`config.mk`:
```
export PLATFORM = sky130hd
export DESIGN_NAME = alu_op_scheduler
export DESIGN_NICKNAME = d
export VERILOG_FILES = /design/src/rtl/alu_op_scheduler.sv
export SDC_FILE = /design/constraint.sdc
export NUM_CORES = 1
export LEC_CHECK = 0
export CORE_ASPECT_RATIO = 2
export CORE_UTILIZATION = 40
export CTS_CLUSTER_SIZE = 24
export DETAILED_ROUTE_END_ITERATION = 6
export GPL_TIMING_DRIVEN = 0
export PLACE_DENSITY_LB_ADDON = 0.08
export SLEW_MARGIN = 20
export SYNTH_ARGS = -nofsm -noshare
export SYNTH_HDL_FRONTEND = slang
export SYNTH_SLANG_ARGS = --single-unit
```
`constraint.sdc`:
```
create_clock -name CLK -period 2.95 [get_ports CLK]
set_input_delay 0.4425 -clock CLK [delete_from_list [all_inputs] [get_ports CLK]]
set_output_delay 0.4425 -clock CLK [all_outputs]
set_load 0.03 [all_outputs]
```
`src/rtl/alu_op_scheduler.sv`:
```
`default_nettype none
//============================================================================
// alu_op_scheduler: round-robin issue of two requesters' operations onto the
// shared ALU unit bank; waits the unit latency and returns the tagged result.
// Rev 1.0
//============================================================================
module alu_op_scheduler #(
  parameter int DATA_WIDTH  = 16,
  parameter int OUT_WIDTH   = 32,
  parameter int ALU_LATENCY = 1
) (
  input  logic                  CLK,
  input  logic                  RST,
  input  logic                  REQ0,
  input  logic                  REQ1,
  input  logic [DATA_WIDTH-1:0] A0,
  input  logic [DATA_WIDTH-1:0] B0,
  input  logic [DATA_WIDTH-1:0] A1,
  input  logic [DATA_WIDTH-1:0] B1,
  input  logic [3:0]            FUN0,
  input  logic [3:0]            FUN1,
  output logic                  GNT0,
  output logic                  GNT1,
  output logic [DATA_WIDTH-1:0] ALU_A,
  output logic [DATA_WIDTH-1:0] ALU_B,
  output logic [1:0]            ALU_FUN,
  output logic                  Arith_Enable,
  output logic                  Logic_Enable,
  output logic                  CMP_Enable,
  output logic                  SHIFT_Enable,
  input  logic [OUT_WIDTH-1:0]  ALU_RESULT,
  input  logic                  ALU_FLAG,
  output logic [OUT_WIDTH-1:0]  RESULT,
  output logic                  RESULT_FLAG,
  output logic                  RESULT_VALID,
  output logic                  RESULT_ID,
  output logic                  BUSY
);

  localparam logic [2:0] c_alu_latency = 3'(ALU_LATENCY);

  typedef enum logic [1:0] {
    S_IDLE  = 2'd0,
    S_ISSUE = 2'd1,
    S_WAIT  = 2'd2,
    S_RESP  = 2'd3
  } state_t;

  state_t     r_state;
  logic [2:0] r_cnt;
  logic       r_last_id;
  logic       r_owner;

  logic       w_win;
  logic [3:0] w_fun;

  // A lone request always wins; on a tie the requester not served last wins.
  assign w_win = REQ1 & (~REQ0 | ~r_last_id);
  assign w_fun = w_win ? FUN1 : FUN0;

  always_ff @(posedge CLK) begin
    if (RST) begin
      r_state      <= S_IDLE;
      r_cnt        <= 3'd0;
      r_last_id    <= 1'b1;
      r_owner      <= 1'b0;
      GNT0         <= 1'b0;
      GNT1         <= 1'b0;
      ALU_A        <= '0;
      ALU_B        <= '0;
      ALU_FUN      <= 2'b00;
      Arith_Enable <= 1'b0;
      Logic_Enable <= 1'b0;
      CMP_Enable   <= 1'b0;
      SHIFT_Enable <= 1'b0;
      RESULT       <= '0;
      RESULT_FLAG  <= 1'b0;
      RESULT_VALID <= 1'b0;
      RESULT_ID    <= 1'b0;
      BUSY         <= 1'b0;
    end else begin
      GNT0         <= 1'b0;
      GNT1         <= 1'b0;
      Arith_Enable <= 1'b0;
      Logic_Enable <= 1'b0;
      CMP_Enable   <= 1'b0;
      SHIFT_Enable <= 1'b0;
      RESULT_VALID <= 1'b0;
      case (r_state)
        S_IDLE: begin
          if (REQ0 || REQ1) begin
            r_owner   <= w_win;
            r_last_id <= w_win;
            ALU_A     <= w_win ? A1 : A0;
            ALU_B     <= w_win ? B1 : B0;
            ALU_FUN   <= w_fun[1:0];
            GNT0      <= ~w_win;
            GNT1      <= w_win;
            // Grant and unit enable are registered so both appear in ISSUE.
            {SHIFT_Enable, CMP_Enable, Logic_Enable, Arith_Enable} <= 4'b0001 << w_fun[3:2];
            BUSY      <= 1'b1;
            r_state   <= S_ISSUE;
          end
        end
        S_ISSUE: begin
          r_cnt   <= c_alu_latency;
          r_state <= S_WAIT;
        end
        S_WAIT: begin
          r_cnt <= r_cnt - 3'd1;
          if (r_cnt == 3'd1) begin
            RESULT       <= ALU_RESULT;
            RESULT_FLAG  <= ALU_FLAG;
            RESULT_VALID <= 1'b1;
            RESULT_ID    <= r_owner;
            r_state      <= S_RESP;
          end
        end
        S_RESP: begin
          BUSY    <= 1'b0;
          r_state <= S_IDLE;
        end
        default: r_state <= S_IDLE;
      endcase
    end
  end

endmodule
`default_nettype wire

```
# ---- Word-level counts from Yosys, hierarchy flattened
# Index checks and enable logic that the tools add are counted.
dict set report totals {
  ramBits 0
  rom_bits 0
  wordCells 54
  input_bits 109
  output_inout_bits 76
  ff_bits 83
  mem_count 0
  latchBits 0
}
dict set report op_classes {
  eq_ne 6
  add_sub_neg 1
  muxes 10
  div 0
  magnitude_cmp 0
  multipliers 0
  shift 1
  reduce_logical 10
  n_bitwise 8
}
# operator count
set ops {}
lappend ops {{$mux 16} 2}
lappend ops {{$pmux 2 s4} 1}
lappend ops {{$reduce_and 2->1} 4}
lappend ops {{$not 1->1} 6}
lappend ops {{$pmux 3 s2} 1}
lappend ops {{$eq 2x2->1 const B} 2}
lappend ops {{$mux 2} 2}
lappend ops {{$mux 4} 1}
lappend ops {{$ne 2x2->1 const B} 2}
lappend ops {{$reduce_bool 2->1} 2}
lappend ops {{$shl 1x2->4 const A} 1}
lappend ops {{$eq 3x1->1 const B} 1}
lappend ops {{$reduce_or 3->1} 1}
lappend ops {{$sub 3x1->3 const B} 1}
lappend ops {{$eq 2x1->1 const B} 1}
lappend ops {{$logic_not 2->1} 1}
lappend ops {{$mux 1} 2}
lappend ops {{$pmux 1 s2} 1}
lappend ops {{$reduce_or 2->1} 1}
lappend ops {{$and 1x1->1} 1}
lappend ops {{$logic_or 1x1->1} 1}
lappend ops {{$or 1x1->1} 1}

# ---- Longest topological paths before layout
dict set report logic_depth {
  depth_word 5
  ltp_mapped 8
  ltp_nobuf 5
}

# ---- Least setup slack after synthesis
# OpenSTA, ideal clock, no wires.
dict set report synth_path {
  path_kind {reg-to-reg}
  start {register r_state[0]}
  end {register ALU_A[0]}
  setup_ns 0.086
  arrival_ns 1.391
  path_buffers 3
  path_slack_ns 1.474
  stages_incl_launch_ff 9
  required_time_ns 2.864
  period_less_slack_ns 1.476
  path_cell_list {dfxtp_1 -> inv_1 -> ha_1 -> buf_2 -> o21a_1 -> buf_2 -> buf_2 -> nor2_1 -> a211oi_1}
}
dict set report synth_via {
  elab_chain_len 2
}
# element line
set synth_rtl {}
lappend synth_rtl {{start, declared} 49} ;# state_t r_state;
lappend synth_rtl {{start signal, assigned} 63} ;# r_state <= S_IDLE;
lappend synth_rtl {{start signal, assigned} 102} ;# r_state <= S_ISSUE;
lappend synth_rtl {{start signal, assigned} 107} ;# r_state <= S_WAIT;
lappend synth_rtl {{$logic_not 2->1} 89} ;# case (r_state)
lappend synth_rtl {{$reduce_and 2->1 (no source line)} n/a}
lappend synth_rtl {{end signal, assigned} 94} ;# ALU_A <= w_win ? A1 : A0;
lappend synth_rtl {{end, declared} 24} ;# output logic [DATA_WIDTH-1:0] ALU_A,
# No other way between the ends.
# A chain may end at the register's enable or synchronous reset.

# ---- Final worst setup path
dict set report layout_path {
  start {register BUSY}
  end {output port BUSY}
}
# element line
set layout_lines {}
lappend layout_lines {{start, declared} 37} ;# output logic BUSY
lappend layout_lines {{start signal, assigned} 80} ;# BUSY <= 1'b0;
lappend layout_lines {{start signal, assigned} 101} ;# BUSY <= 1'b1;
lappend layout_lines {{start signal, assigned} 120} ;# BUSY <= 1'b0;
# No word-level cell between the ends.

==> summary.md <==
| Metric | Value |
|---|---|
| Setup repair bufs after CTS | `0` |
| Buf/Inv on CP | `1` |
| First-pass GRT wire length | `15.9 mm` |
| CP Capture Type | `primary output` |
| Pwr/cell area | `840 nW/µm²` |
| Die ar. | `8700 µm²` |
| Status | `complete, no violations` |
| Die width | `66.5 µm` |
| Mux cell area share after synthesis | `0.301%` |
| H-tree lvl count | `3` |
| Wirelength per Cell | `14.1 µm` |
| Fmax | `551 MHz` |
| Final instance area | `5610 µm²` |
| Root Buffer | `clkbuf_16` |
| Worst Tran Pin Value | `0.494 ns` |
| Layout net count | `723` |
| Worst-Skew Late Latency | `0.34 ns` |
| Setup WS post-layout | `1.14 ns` |
| PortBufs | `183` |
| Via count | `3,554` |
| FP Rows | `46` |
| Antenna Nets Post-Route | `0` |
| IO Count | `185` |
| Avg Cell Area, Syn | `8.05 µm²` |
| Setup violations, final | `0` |
| Largest family of logic cells by synthesized area | `compound AO/OA/AOI/OAI gates` |
| Core ar. | `8000 µm²` |
| Leak | `2.11 nW` |
| Post-synth top area cell | `dfxtp_1` |
| Clock Tree Buf Depth | `2` |
| Primary FF master, synth | `dfxtp_1` |
| Max cap viols | `0` |
| Clock tree from TritonCTS | `done` |
| Slowest cell on the critical path | `clkdlybuf4s50_1` |
| Initial antenna violation count | `0` |
| Post-Place Setup Slack | `0.867 ns` |
| Part of the cycle the worst path needs | `61.5%` |
| Arr. time, crit path | `1.37 ns` |
| Setup CP Type | `flip-flop to primary output` |
| Post-Synth Adder-Cell Area | `2.63%` |
| XOR/XNOR Fraction of Synth Area | `0%` |
| CTS Buf Count | `9` |
| Die H | `131 µm` |
| Post-DR vias/cell | `5.02` |
| CTS clk-pin slew, worst paths | `0.06 ns` |
| Hpwl dp | `7.68 mm` |
| Antenna cell count | `0` |
| Slowest stage delay, CP | `0.69 ns` |
| Max_slew headroom | `67.1%` |
| CP top delay family | `buffers and inverters` |
| Setup TNS | `0 ns` |
| Initial core utilization | `41.6%` |
| RSZ-0062 raised after global routing | `no` |
| Synthesized flop and latch total | `83` |
| GRT Total Usage | `23.9%` |
| Initial DRT Pass Iterations | `5` |
| Worst IR drop on VDD | `0.000518 V` |
| Cts repair resizes | `0` |
| Gr ovfl total | `0` |
| # hold bufs at CTS | `0` |
| Crit Path Max Fanout | `2` |
| Sequential fraction of the synthesis area | `50.0%` |
| Final hold vios | `0` |
| Area Overhead vs Synth | `68.6%` |
| Mapped Cells | `413` |
| Share of cells above drive strength 1 | `5.88%` |
| Post-route DRC | `0` |
| Dpl cell area | `5280 µm²` |
| Synth top area share | `50.0%` |
| Clock Skew | `0.00755 ns` |
| CP startpoint kind | `flip-flop` |
| Crit-path cells | `clkdlybuf4s50_1` |
| Vias in the first global route | `3,460` |
| Asr flop ratio synth | `0%` |
| Number of max-slew violations in the final report | `0` |
| Top post-synthesis cells by area | `dfxtp_1 (50%), nand2_1 (12%), a21oi_1 (11%), a211oi_1 (7.9%), nor2_1 (4.6%)` |
| Drt initial violations | `114` |
| Simple-gate share of the synthesized area | `20.5%` |
| Final Wtd Congestion | `0.717` |
| Synth Net Count | `529` |
| Largest net degree at the start of global routing | `14` |
| Clock Sinks | `83` |
| Synth Area in Compound Gates | `21.6%` |
| Area of the mapped netlist | `3330 µm²` |
| Total routed wirelength | `9.97 mm` |
| Crit path required time | `2.51 ns` |
| Worst Hold Class | `flip-flop to flip-flop` |
| YS warnings | `0` |
| Post-synth EDFFs | `0` |
| Tmin final | `1.81 ns` |
| Yosys cell types | `31` |
[cells in the mapped netlist, drive strengths merged, types with 2 or more instances]
library cell	n
nand2	104
dfxtp	83
a21oi	75
nor2	41
a211oi	35
buf	21
clkbuf	11
ha	7
nand3b	6
inv	5
nand2b	3
nand3	3
o21ai	3
or3	2
[metrics by stage]
stage / std cells / power (W) / util [%] / hold WS [ns]
3_5_place_dp: 692 / 0.00351 / 66.0 / 0.446
2_1_floorplan: 413 / 0.00272 / - / 0.432
5_1_grt: 708 / 0.00500 / 70.1 / 0.470
6_report: 708 / 0.00471 / 70.1 / 0.452
4_1_cts: 708 / 0.00474 / 70.1 / 0.454
3_3_place_gp: 692 / 0.00345 / 66.0 / 0.442
[layout by cell type, fill, tap and decap left out, types with 2 or more instances in the layout]
| cell type | synthesis | final |
|---|---|---|
| a211oi_1 | 35 | 35 |
| a21oi_1 | 75 | 75 |
| buf_1 | 3 | 3 |
| buf_2 | 17 | 17 |
| bufinv_16 | 0 | 2 |
| clkbuf_1 | 11 | 12 |
| clkbuf_16 | 0 | 9 |
| clkbuf_8 | 0 | 2 |
| clkdlybuf4s50_1 | 0 | 183 |
| dfxtp_1 | 83 | 83 |
| ha_1 | 7 | 7 |
| inv_1 | 5 | 5 |
| nand2_1 | 104 | 104 |
| nand2b_1 | 3 | 3 |
| nand3_1 | 3 | 3 |
| nand3b_1 | 6 | 6 |
| nor2_1 | 41 | 41 |
| o21ai_0 | 2 | 2 |
| or3_1 | 2 | 2 |
[layout make-up]
class / count / area (µm²)
Fill cell: 688 / 2390
Timing Repair Buffer: 183 / 1830
Sequential cell: 83 / 1660
Multi-Input combinational cell: 293 / 1500
Clock buffer: 12 / 256
Buffer: 32 / 149
Tap cell: 96 / 120
Clock inverter: 4 / 72.6
Inverter: 5 / 18.8
[metal layers]
metal | GRT usage, % | part of all wire, % | up-vias
met3 | 6.86 | 6.6 | 20
li1 | - | - | 1781
met2 | 45.4 | 55 | 141
met5 | 0 | 0 | -
met4 | 9.39 | 2.1 | 0
met1 | 23.4 | 36 | 1612
[state kept, by name, summed over array words and instances (netlist names), 2 cells and up]
signal   flops
ALU_FUN      2
ALU_A       16
RESULT      32
ALU_B       16
r_cnt        3
r_state      2
[kinds of logic (layout without fill, tap and decap cells)]
| group | Yosys count | count (layout) |
|---|---|---|
| AND/OR/NAND/NOR | 165 | 165 |
| AO/OA/AOI/OAI | 120 | 120 |
| flip-flops | 83 | 83 |
| buffers and inverters | 37 | 236 |
| adder cells (fa/ha/maj) | 7 | 7 |
| multiplexers | 1 | 1 |
[final timing paths]
kind	slack, ns	depth (start not counted)	end	from
worst min-delay path	0.45	2	RESULT[26]	RESULT[26]
worst max register to register	1.19	8	ALU_B[3]	r_state[0]
worst max-delay path	1.14	1	BUSY	BUSY
worst min register to register	0.45	2	RESULT[26]	RESULT[26]
[report_power, final]
group,total [W],leakage [nW],internal (W),switching [W]
registers,0.00149,0.680,0.00136,0.000129
clock network,0.00123,0.159,0.000786,0.000439
logic,0.00199,1.27,0.000832,0.00116
total,0.00471,2.11,0.00298,0.00173
Power figures use the tool's default switching activity.
